===== src/rtl/nibbler_pkg.sv =====
// Shared types for the Nibbler branch controller: opcode encoding,
// instruction phase and instruction-word field positions.
package nibbler_pkg;

    // Full Nibbler opcode map; only the jump opcodes matter to branching.
    typedef enum logic [3:0] {
        OP_JC   = 4'b0000,
        OP_JNC  = 4'b0001,
        OP_CMPI = 4'b0010,
        OP_CMPM = 4'b0011,
        OP_LIT  = 4'b0100,
        OP_IN   = 4'b0101,
        OP_LD   = 4'b0110,
        OP_ST   = 4'b0111,
        OP_JZ   = 4'b1000,
        OP_JNZ  = 4'b1001,
        OP_ADDI = 4'b1010,
        OP_ADDM = 4'b1011,
        OP_JMP  = 4'b1100,
        OP_OUT  = 4'b1101,
        OP_NORI = 4'b1110,
        OP_NORM = 4'b1111
    } opcode_t;

    // Two-phase instruction sequence; the encoding doubles as the phase output.
    typedef enum logic {
        FETCH = 1'b0,
        EXEC  = 1'b1
    } phase_t;

    // Opcode field position inside the 16-bit program word.
    localparam int OPC_MSB = 15;
    localparam int OPC_LSB = 12;

endpackage


===== src/rtl/branch_cond_eval.sv =====
// Combinational jump-condition decoder: decides whether the current opcode
// jumps given the flags, and whether it depends on the flags at all.
import nibbler_pkg::*;

module branch_cond_eval (
    input  opcode_t i_opcode,
    input  logic    i_zero,
    input  logic    i_carry,
    output logic    o_taken,
    output logic    o_is_cond
);

    // Decode opcode against flags; JMP is unconditional so it never waits on flags.
    always_comb begin
        o_taken   = 1'b0;
        o_is_cond = 1'b0;
        case (i_opcode)
            OP_JC: begin
                o_taken   = i_carry;
                o_is_cond = 1'b1;
            end
            OP_JNC: begin
                o_taken   = ~i_carry;
                o_is_cond = 1'b1;
            end
            OP_JZ: begin
                o_taken   = i_zero;
                o_is_cond = 1'b1;
            end
            OP_JNZ: begin
                o_taken   = ~i_zero;
                o_is_cond = 1'b1;
            end
            OP_JMP: begin
                o_taken   = 1'b1;
            end
            default: begin
                o_taken   = 1'b0;
                o_is_cond = 1'b0;
            end
        endcase
    end

endmodule


===== src/rtl/nibbler_branch_ctrl.sv =====
// Nibbler program-counter owner. Runs FETCH/EXEC per instruction, resolves
// conditional jumps from the Flags outputs and holds EXEC while the flags are
// being rewritten under a conditional jump, so the jump sees settled flags.
//
// Handshake: there is no valid/ready pair. enable=1 advances the phase on the
// clock edge; enable=0 freezes every architectural register, and the pulse
// outputs (branch_taken, stall) read 0 on the cycle after a frozen edge.
import nibbler_pkg::*;

module nibbler_branch_ctrl #(
    parameter int ADDR_W = 12,
    parameter int CNT_W  = 8
) (
    input  logic              clk,
    input  logic              reset,
    input  logic              enable,
    input  logic [15:0]       instr,
    input  logic              zero,
    input  logic              carry,
    input  logic              flags_wr,
    output logic [ADDR_W-1:0] pc,
    output logic              phase,
    output logic              branch_taken,
    output logic              stall,
    output logic [CNT_W-1:0]  taken_count
);

    phase_t            r_state;
    logic [15:0]       r_ir;
    logic [ADDR_W-1:0] r_pc;
    logic              r_branch_taken;
    logic              r_stall;
    logic [CNT_W-1:0]  r_taken_count;

    opcode_t           w_opcode;
    logic [ADDR_W-1:0] w_target;
    logic              w_taken;
    logic              w_is_cond;
    logic              w_hazard;

    assign w_opcode = opcode_t'(r_ir[OPC_MSB:OPC_LSB]);
    assign w_target = r_ir[ADDR_W-1:0];
    // A conditional jump must not read flags on the same edge they change.
    assign w_hazard = w_is_cond & flags_wr;

    branch_cond_eval u_cond (
        .i_opcode  (w_opcode),
        .i_zero    (zero),
        .i_carry   (carry),
        .o_taken   (w_taken),
        .o_is_cond (w_is_cond)
    );

    // FETCH/EXEC sequencer with pc, ir, taken counter and registered pulses.
    always_ff @(posedge clk) begin
        if (reset) begin
            r_state        <= FETCH;
            r_ir           <= '0;
            r_pc           <= '0;
            r_branch_taken <= 1'b0;
            r_stall        <= 1'b0;
            r_taken_count  <= '0;
        end else if (!enable) begin
            r_branch_taken <= 1'b0;
            r_stall        <= 1'b0;
        end else begin
            case (r_state)
                FETCH: begin
                    r_ir           <= instr;
                    r_state        <= EXEC;
                    r_branch_taken <= 1'b0;
                    r_stall        <= 1'b0;
                end
                EXEC: begin
                    if (w_hazard) begin
                        // Hold in EXEC; re-evaluate once flags_wr drops.
                        r_stall        <= 1'b1;
                        r_branch_taken <= 1'b0;
                    end else begin
                        r_pc           <= w_taken ? w_target : r_pc + ADDR_W'(1);
                        r_branch_taken <= w_taken;
                        r_stall        <= 1'b0;
                        if (w_taken && (r_taken_count != {CNT_W{1'b1}})) begin
                            r_taken_count <= r_taken_count + CNT_W'(1);
                        end
                        r_state        <= FETCH;
                    end
                end
                default: begin
                    r_state <= FETCH;
                end
            endcase
        end
    end

    assign pc           = r_pc;
    assign phase        = r_state;
    assign branch_taken = r_branch_taken;
    assign stall        = r_stall;
    assign taken_count  = r_taken_count;

endmodule

===== config.mk =====
export PLATFORM = sky130hd
export DESIGN_NAME = nibbler_branch_ctrl
export DESIGN_NICKNAME = d
export VERILOG_FILES = /design/src/rtl/nibbler_pkg.sv /design/src/rtl/branch_cond_eval.sv /design/src/rtl/nibbler_branch_ctrl.sv
export SDC_FILE = /design/constraint.sdc
export NUM_CORES = 1
export LEC_CHECK = 0
export CAP_MARGIN = 20
export CORE_ASPECT_RATIO = 1.2
export CORE_MARGIN = 2
export CORE_UTILIZATION = 40
export DETAILED_ROUTE_END_ITERATION = 12
export PLACE_DENSITY_LB_ADDON = 0.1
export SLEW_MARGIN = 0
export SYNTH_ARGS = -nofsm -noshare
export SYNTH_HDL_FRONTEND = slang
export SYNTH_SLANG_ARGS = --single-unit

===== constraint.sdc =====
create_clock -name clk -period 2.4 [get_ports clk]
set_input_delay 0.72 -clock clk [delete_from_list [all_inputs] [get_ports clk]]
set_output_delay 0.72 -clock clk [all_outputs]
set_load 0.01 [all_outputs]

# Word-level counts from Yosys, hierarchy flattened
# Index checks and enable logic that the tools add are counted.
op_classes:
  eq_ne: 5
  bitwise: 6
  div_mod_pow: 0
  n_reduce_logical: 7
  shifts: 0
  n_mul: 0
  addsub: 2
  mux: 8
  magnitude_cmp: 0
op_table:
  columns: ["operator", "count"]
  rows:
  - ["$add 12x1->12 const B", 1]
  - ["$eq 4x4->1 const B", 3]
  - ["$mux 12", 1]
  - ["$add 8x1->8 const B", 1]
  - ["$ne 8x8->1 const B", 1]
  - ["$pmux 1 s2", 3]
  - ["$not 1->1", 5]
  - ["$pmux 1 s5", 1]
  - ["$eq 4x1->1 const B", 1]
  - ["$logic_not 4->1", 1]
  - ["$reduce_and 4->1", 1]
  - ["$reduce_or 4->1", 1]
  - ["$mux 1", 3]
  - ["$reduce_and 3->1", 1]
  - ["$reduce_and 2->1", 1]
  - ["$reduce_or 2->1", 1]
  - ["$and 1x1->1", 1]
  - ["$logic_and 1x1->1", 1]
word_totals:
  latch_bits: 0
  ram_bits: 0
  word_cells: 34
  memories: 0
  reg_bits: 39
  rom_bits: 0

# Longest topological paths before layout
# Gate-level depths: netlist of the first run.
depth:
  ltp_word: 6
  depth_mapped: 7
  depth_no_buf: 6

# Modules after synthesis
# A second synthesis of the first run with hierarchy kept.
hier_totals:
  cells_unflattened: 239
  hier_area_um2: 1863.0
by_module_without_submodules:
  columns: ["module", "n_inst", "seq_area_each_um2", "cells_each", "area_each_um2"]
  rows:
  - ["nibbler_branch_ctrl", 1, 780.7, 231, 1809.2]
  - ["branch_cond_eval", 1, 0.0, 8, 53.8]

# Worst setup path after synthesis of the first run
# OpenSTA, ideal clock, no wires.
synth_timing:
  path_kind: "input-to-reg"
  from: "input port zero"
  to: "register r_taken_count[4], in the netlist taken_count[4]"
  cell_stages: 6
  setup_slack_ns: 0.222
  t_arrival_ns: 2.055
  required_ns: 2.277
  path_buffers: 1
  path_cell_list: "mux2_1 > nor3b_2 > o21ai_2 > buf_2 > nor3_1 > mux2_1"
synth_via:
  elab_chain_cells: 4
synth_lines:
  columns: ["element", "line", "rtl"]
  rows:
  - ["start: declaration", "nibbler_branch_ctrl.sv:18", "input logic zero,"]
  - ["$not 1->1", "branch_cond_eval.sv:31", "o_taken = ~i_zero;"]
  - ["$pmux 1 s5 (*)", "branch_cond_eval.sv:17", "case (i_opcode)"]
  - ["$logic_and 1x1->1 (*)", "nibbler_branch_ctrl.sv:83", "if (w_taken && (r_taken_count != {CNT_W{1'b1}})) begin"]
  - ["$reduce_and 4->1 (no source line) (*)", null, null]
  - ["end signal: assignment", "nibbler_branch_ctrl.sv:84", "r_taken_count <= r_taken_count + CNT_W'(1);"]
  - ["end: declaration", "nibbler_branch_ctrl.sv:33", "logic [CNT_W-1:0] r_taken_count;"]
# Mark *: on every way between the ends. The rest lies on a longest branch, timed or not.
# A chain may end at the register's enable or synchronous reset.

# Worst setup path after layout of the first run
layout_timing:
  from: "input port carry"
  to: "register r_taken_count[6], in the netlist taken_count[6]"
layout_via:
  elab_chain_cells: 4
layout_lines:
  columns: ["element", "line", "rtl"]
  rows:
  - ["start: declaration", "nibbler_branch_ctrl.sv:19", "input logic carry,"]
  - ["$not 1->1", "branch_cond_eval.sv:23", "o_taken = ~i_carry;"]
  - ["$pmux 1 s5 (*)", "branch_cond_eval.sv:17", null]
  - ["$logic_and 1x1->1 (*)", "nibbler_branch_ctrl.sv:83", null]
  - ["$reduce_and 4->1 (no source line) (*)", null, null]
# Marked as above.

==> results of run 1 <==
## cells by family (layout without fill, tap and decap cells)
group | Yosys count | after routing | synth area share
buffers and inverters | 21 | 72 | 0.04693
muxes | 12 | 12 | 0.07006
and+or+nand+nor | 107 | 107 | 0.2796
AOI/OAI and AO/OA | 52 | 52 | 0.1778
adders and majority gates | 2 | 2 | 0.01322
DFF | 39 | 39 | 0.4124
## repair_timing
action	in CTS	in global routing
setup endpoints to repair	1	8
pin swaps	0	1
resized for setup	1	5
## worst max-delay path: cells and delay by family
kind	cells	cell delay, ps
buf+inv	1	480
mux	1	320
simple gates	2	790
compound gates	2	200
## final timing paths
path         slack (ps)  depth (start not counted)                   from                     endpoint
min reg2reg         460                          2   r_ir[6]$_SDFFE_PP0P_         r_ir[6]$_SDFFE_PP0P_
min                 460                          2   r_ir[6]$_SDFFE_PP0P_         r_ir[6]$_SDFFE_PP0P_
max reg2reg         510                          5  r_ir[15]$_SDFFE_PP0P_  taken_count[6]$_SDFFE_PP0P_
max                  70                          6                  carry  taken_count[6]$_SDFFE_PP0P_
## flip-flops by register name, summed over array words and instances, names as in the netlist
name          count
phase             1
branch_taken      1
pc               12
r_ir             16
stall             1
taken_count       8
## Yosys cell counts, drive strengths merged, types with 2 or more instances
master	n	area [um^2]
nor2	15	56.30
a21oi	26	130.1
or3	4	25.02
a2bb2oi	2	17.52
nand4	2	12.51
o21ai	8	47.55
o311ai	2	17.52
mux2	7	82.57
nand2	43	161.4
ha	2	25.02
or3b	2	17.52
nand2b	3	18.77
or4	2	15.01
nor3b	2	20.02
o32ai	4	35.03
dfxtp	39	780.8
nor3	6	30.03
nand3	13	65.06
inv	7	26.28
nor2b	6	37.54
a31oi	2	12.51
buf	3	21.27
and3	2	12.51
clkbuf	11	41.29
mux2i	5	50.05
## placed cells by master (no fill, tap or decap), types with 2 or more instances in the layout
cell type        instances
o32ai_1                  4
nand2_1                 43
dfxtp_1                 39
inv_1                    7
buf_4                   11
a21oi_1                 26
o21ai_4                  2
nor2b_1                  6
or4_1                    2
clkdlybuf4s50_1         44
nor3_1                   6
or3_1                    4
nor2_1                  15
nand3_1                 13
o21ai_0                  6
nand2b_1                 3
mux2i_1                  5
a31oi_1                  2
mux2_1                   2
a2bb2oi_1                2
clkbuf_8                 7
nand4_1                  2
mux2_2                   4
and3_1                   2
ha_1                     2
## metrics by stage
step	utilization	cell area [um^2]	setup TNS, ps	worst slack (ps)	instances
final	0.5676	2589	0	65.44	342
after CTS	0.5613	2560	0	16.38	342
after global routing	0.5676	2589	-2.728	-2.728	342
after floorplan	-	1893	0	222.0	233
after global placement	0.5380	2454	-2492	-251.0	334
after detailed placement	0.5380	2454	-3287	-319.1	334
## cell type report
cell class              count  area share
well taps                  58     0.02803
repair buffers             57      0.2141
clock buffers               8     0.03867
multi-input cells         173      0.4074
inverters                   7     0.01015
flip-flops and latches     39      0.3016
## where the power goes
| group | internal (mW) | leakage, nW | switching, mW | total (mW) |
|---|---|---|---|---|
| Clock | 0.262 | 0.0515 | 0.221 | 0.483 |
| Sequential | 0.670 | 0.317 | 0.0212 | 0.691 |
| Combinational | 0.113 | 0.562 | 0.0976 | 0.211 |
## routing by layer
layer | up-vias | GRT usage | wire length (um)
met3 | 7 | 0.02975 | 130
li1 | 928 | - | -
met4 | 0 | 0.08571 | 112
met1 | 816 | 0.2443 | 1955
met2 | 34 | 0.3170 | 2211
met5 | - | 0 | 0
==> results.json, run 1 <==
{
  "outcome": "finished clean",
  "maxSlewHeadroom": 0.7517,
  "grt_pass1_vias": 1699,
  "start_util": 0.4151,
  "crit_slowest_cell": "clkdlybuf4s50_1",
  "wire_per_inst_um": 12.89,
  "clock-sinks": 39,
  "ys.flop_type": "dfxtp_1",
  "area.growth.synth_to_final_pct": 36.75,
  "min_period_ps": 2335,
  "drc_errors": 0,
  "diodes": 0,
  "grt_pass1_wl_um": 7900,
  "antenna_found_initial": 0,
  "die_w_um": 66.80,
  "clk_pin_slew_ps": 70,
  "max_stage_delay_ps": 480,
  "n_fill_cell": 447,
  "grt_overflow": 0,
  "drive_gt1_frac": 0.1268,
  "cp_cell_sequence": "clkdlybuf4s50_1, or4b_4, o21ai_4, o21ai_4, and4bb_2, mux2_2",
  "synthCells": 233,
  "routed_wl_um": 4408,
  "port_buffers": 44,
  "num_vias": 1785,
  "clockBufferDepth": 2,
  "ir_drop_v": 0.0004241,
  "rsz0062_at_grt": "yes",
  "drtIter0Drc": 208,
  "end_kind": "flop",
  "fmaxAchievable_ghz": 0.4283,
  "tightest_slew_ps": 367.8,
  "ys_warn_count": 0,
  "gp_congestion": 0.7546,
  "dp_hpwl_um": 3282,
  "grt_util_all_layers": 0.1923,
  "h-tree-depth": 2,
  "rows": 27,
  "worst-setup-path-type": "input pin to flop",
  "regArea_um2": 780.7,
  "ant_nets": 0,
  "dieHeight_um": 79.36,
  "cts_tree": "built",
  "p_leak_nw": 0.9312,
  "drtPass1Iterations": 4,
  "ios": 45,
  "cts-root-buf": "clkbuf_8",
  "syn_avg_cell_area_um2": 8.125,
  "required_ps": 2580,
  "synth_edf_count": 0,
  "ys_types": 47,
  "setup_viol_count_final": 0,
  "floorplan.die_area_um2": 5301,
  "whs_ps": 455.0,
  "via_per_inst": 5.219,
  "multi_input_area_um2": 1055,
  "clk_latency_ps": 290,
  "maxCapViolations": 0,
  "syn-cell-area_um2": 1893,
  "synth_nets": 257,
  "crit_arrival_ps": 2510,
  "post_cts_buffers": 0,
  "crit_fanout": 6,
  "cts_buffers": 5,
  "crit_top_cell": "o21ai_4",
  "core_area_um2": 4561,
  "p_per_area_nw_per_um2": 535.0,
  "fin_skew_ps": 3.195,
  "synth_seq_cells": 39,
  "drv_slew": 0,
  "synth_seq_area_share": 0.4124,
  "cts_hold_buf": 0,
  "period_share": 0.9727,
  "finalHoldViolations": 0,
  "total_power_mw": 1.385,
  "ys_async_sr_fraction": 0,
  "finalNetCount": 307,
  "min-delay-path-class": "flop to flop",
  "cp-start-kind": "input pin",
  "grt_start_max_net_pins": 41
}
Note: power is estimated with default switching activity, not from simulation.
==> run 2, diff against run 1 <==
--- a/config.mk
+++ b/config.mk
@@ -5,12 +5,13 @@
 export SDC_FILE = /design/constraint.sdc
 export NUM_CORES = 1
 export LEC_CHECK = 0
-export CAP_MARGIN = 20
+export CAP_MARGIN = 40
 export CORE_ASPECT_RATIO = 1.2
 export CORE_MARGIN = 2
-export CORE_UTILIZATION = 40
+export CORE_UTILIZATION = 30
 export DETAILED_ROUTE_END_ITERATION = 12
 export PLACE_DENSITY_LB_ADDON = 0.1
+export SKIP_CTS_REPAIR_TIMING = 1
 export SLEW_MARGIN = 0
 export SYNTH_ARGS = -nofsm -noshare
 export SYNTH_HDL_FRONTEND = slang
==> run 2 against run 1 <==
Critical path depth unchanged. Maximum frequency about the same. Flip-flop and latch count unchanged. Critical path type unchanged. Wire length increased by 9.1%. Critical endpoint unchanged. Clock skew increased by 4.0 ps. Highest routed layer unchanged. Global-route usage decreased by 4.7 points. Sequential share of layout area decreased by 0.17 points. Register-to-register slack about the same. Count of clock-buffer cells in the layout decreased by 2.
==> results.json, run 2 (synthesis results as in run 1) <==
{
  "clk_latency_ps": 300,
  "h-tree-depth": 2,
  "cp_top_family": "simple AND/OR/NAND/NOR gates",
  "clk_pin_slew_ps": 80,
  "min-delay-path-class": "flop to flop",
  "port_buffers": 44,
  "period_share": 0.9733,
  "diodes": 0,
  "drtPass1Iterations": 4,
  "top_register": "r_ir",
  "maxCapViolations": 0,
  "cts_tree": "built",
  "required_ps": 2590,
  "rsz0062_at_grt": "yes",
  "antenna_found_initial": 0,
  "drv_slew": 0,
  "gp_congestion": 0.7820,
  "hold_path_depth": 2,
  "ant_nets": 0,
  "cp_cell_sequence": "clkdlybuf4s50_1, or4b_1, o21ai_2, o21ai_4, and4bb_2, mux2_2",
  "layout_common_cells": "44 x clkdlybuf4s50_1, 43 x nand2_1, 39 x dfxtp_1",
  "whs_ps": 459.3,
  "setup_viol_count_final": 0,
  "cp-start-kind": "input pin",
  "crit_slowest_cell": "clkdlybuf4s50_1",
  "finalHoldViolations": 0,
  "power_frac_comb": 0.154,
  "maxSlewHeadroom": 0.7648,
  "finalNetCount": 307,
  "fmaxAchievable_ghz": 0.4281,
  "end_kind": "flop",
  "reg2reg_depth": 5,
  "drc_errors": 0,
  "ir_drop_v": 0.0002669,
  "worst-setup-path-type": "input pin to flop",
  "wire_per_inst_um": 13.18,
  "ios": 45,
  "p_int_mw": 1.005,
  "clockBufferDepth": 2,
  "crit_arrival_ps": 2530,
  "grt_pass1_wl_um": 8100,
  "via_per_inst": 4.923,
  "grt_pass1_vias": 1702,
  "start_util": 0.3129,
  "grt_start_max_net_pins": 23,
  "dp_hpwl_um": 3566,
  "dieHeight_um": 91.02,
  "p_clk_frac": 0.338,
  "drtIter0Drc": 89,
  "max_stage_delay_ps": 470,
  "crit_fanout": 8,
  "floorplan.die_area_um2": 6964,
  "path_buf_inv": 1,
  "die_w_um": 76.52,
  "min_period_ps": 2336,
  "num_vias": 1797,
  "outcome": "finished clean",
  "cts_buffers": 5,
  "rows": 31,
  "p_leak_nw": 0.9254,
  "tightest_slew_ps": 350.2,
  "power_switching_mw": 0.3544,
  "cp.depth": 6,
  "switching_share": 0.2608,
  "area.growth.synth_to_final_pct": 37.54,
  "core_area_um2": 6051,
  "fin_skew_ps": 7.199,
  "pwr-share-seq": 0.508,
  "largest_reg_flops": 16,
  "clock-sinks": 39,
  "fin_setup_tns_ps": 0,
  "layout_commonest_cell": "clkdlybuf4s50_1",
  "grt_overflow": 0,
  "grt_util_all_layers": 0.1450,
  "drive_gt1_frac": 0.1307,
  "cts-root-buf": "clkbuf_8",
  "routed_wl_um": 4811,
  "p_per_area_nw_per_um2": 521.9
}
## run 2: worst paths after layout
check,to,slack [ps],from
min reg2reg,r_ir[2]$_SDFFE_PP0P_,460,r_ir[2]$_SDFFE_PP0P_
min,r_ir[2]$_SDFFE_PP0P_,460,r_ir[2]$_SDFFE_PP0P_
max reg2reg,taken_count[6]$_SDFFE_PP0P_,500,r_ir[14]$_SDFFE_PP0P_
max,taken_count[6]$_SDFFE_PP0P_,60,carry
## run 2: power groups by stage
| stage | Combinational, mW | Clock, mW | Sequential, mW |
|---|---|---|---|
| finish | 0.210 | 0.459 | 0.690 |
| global route | 0.231 | 0.498 | 0.694 |
| CTS | 0.209 | 0.478 | 0.690 |
| detailed placement | 0.208 | 0 | 0.705 |
| global placement | 0.208 | 0 | 0.706 |
| floorplan | 0.115 | 0 | 0.703 |
## run 2: area by class of cell
class,instances,area [um^2]
repair buffers,57,550.5
inverters,7,26.28
flip-flops and latches,39,780.7
clock buffers,6,82.58
multi-input cells,173,1056
clock inverters,1,5.005
fillers,649,3447
well taps,82,102.6
## run 2: stage by stage
| stage | cell area (um^2) | util | cells | power [mW] | setup slack, ps |
|---|---|---|---|---|---|
| 6_report | 2604 | 0.4303 | 365 | 1.359 | 64.03 |
| 5_1_grt | 2604 | 0.4303 | 365 | 1.424 | -24.91 |
| 4_1_cts | 2571 | 0.4249 | 365 | 1.377 | -41.77 |
| 3_5_place_dp | 2484 | 0.4105 | 358 | 0.9137 | -359.7 |
| 3_3_place_gp | 2484 | 0.4105 | 358 | 0.9135 | -285.4 |
| 2_1_floorplan | 1893 | - | 233 | 0.8183 | 222.0 |
## run 2: routing by layer
metal	up-vias	wire, um	track usage
met5	-	0	0
met4	0	74	0.05000
met3	6	213	0.03579
met2	44	2310	0.2463
met1	827	2213	0.1782
li1	920	-	-
## run 2: worst min-delay path, delay by kind of cell (launching register included)
family	cells	cell delay, ps
flip-flops	1	310
AND/OR/NAND/NOR	1	50
AO/OA/AOI/OAI	1	50
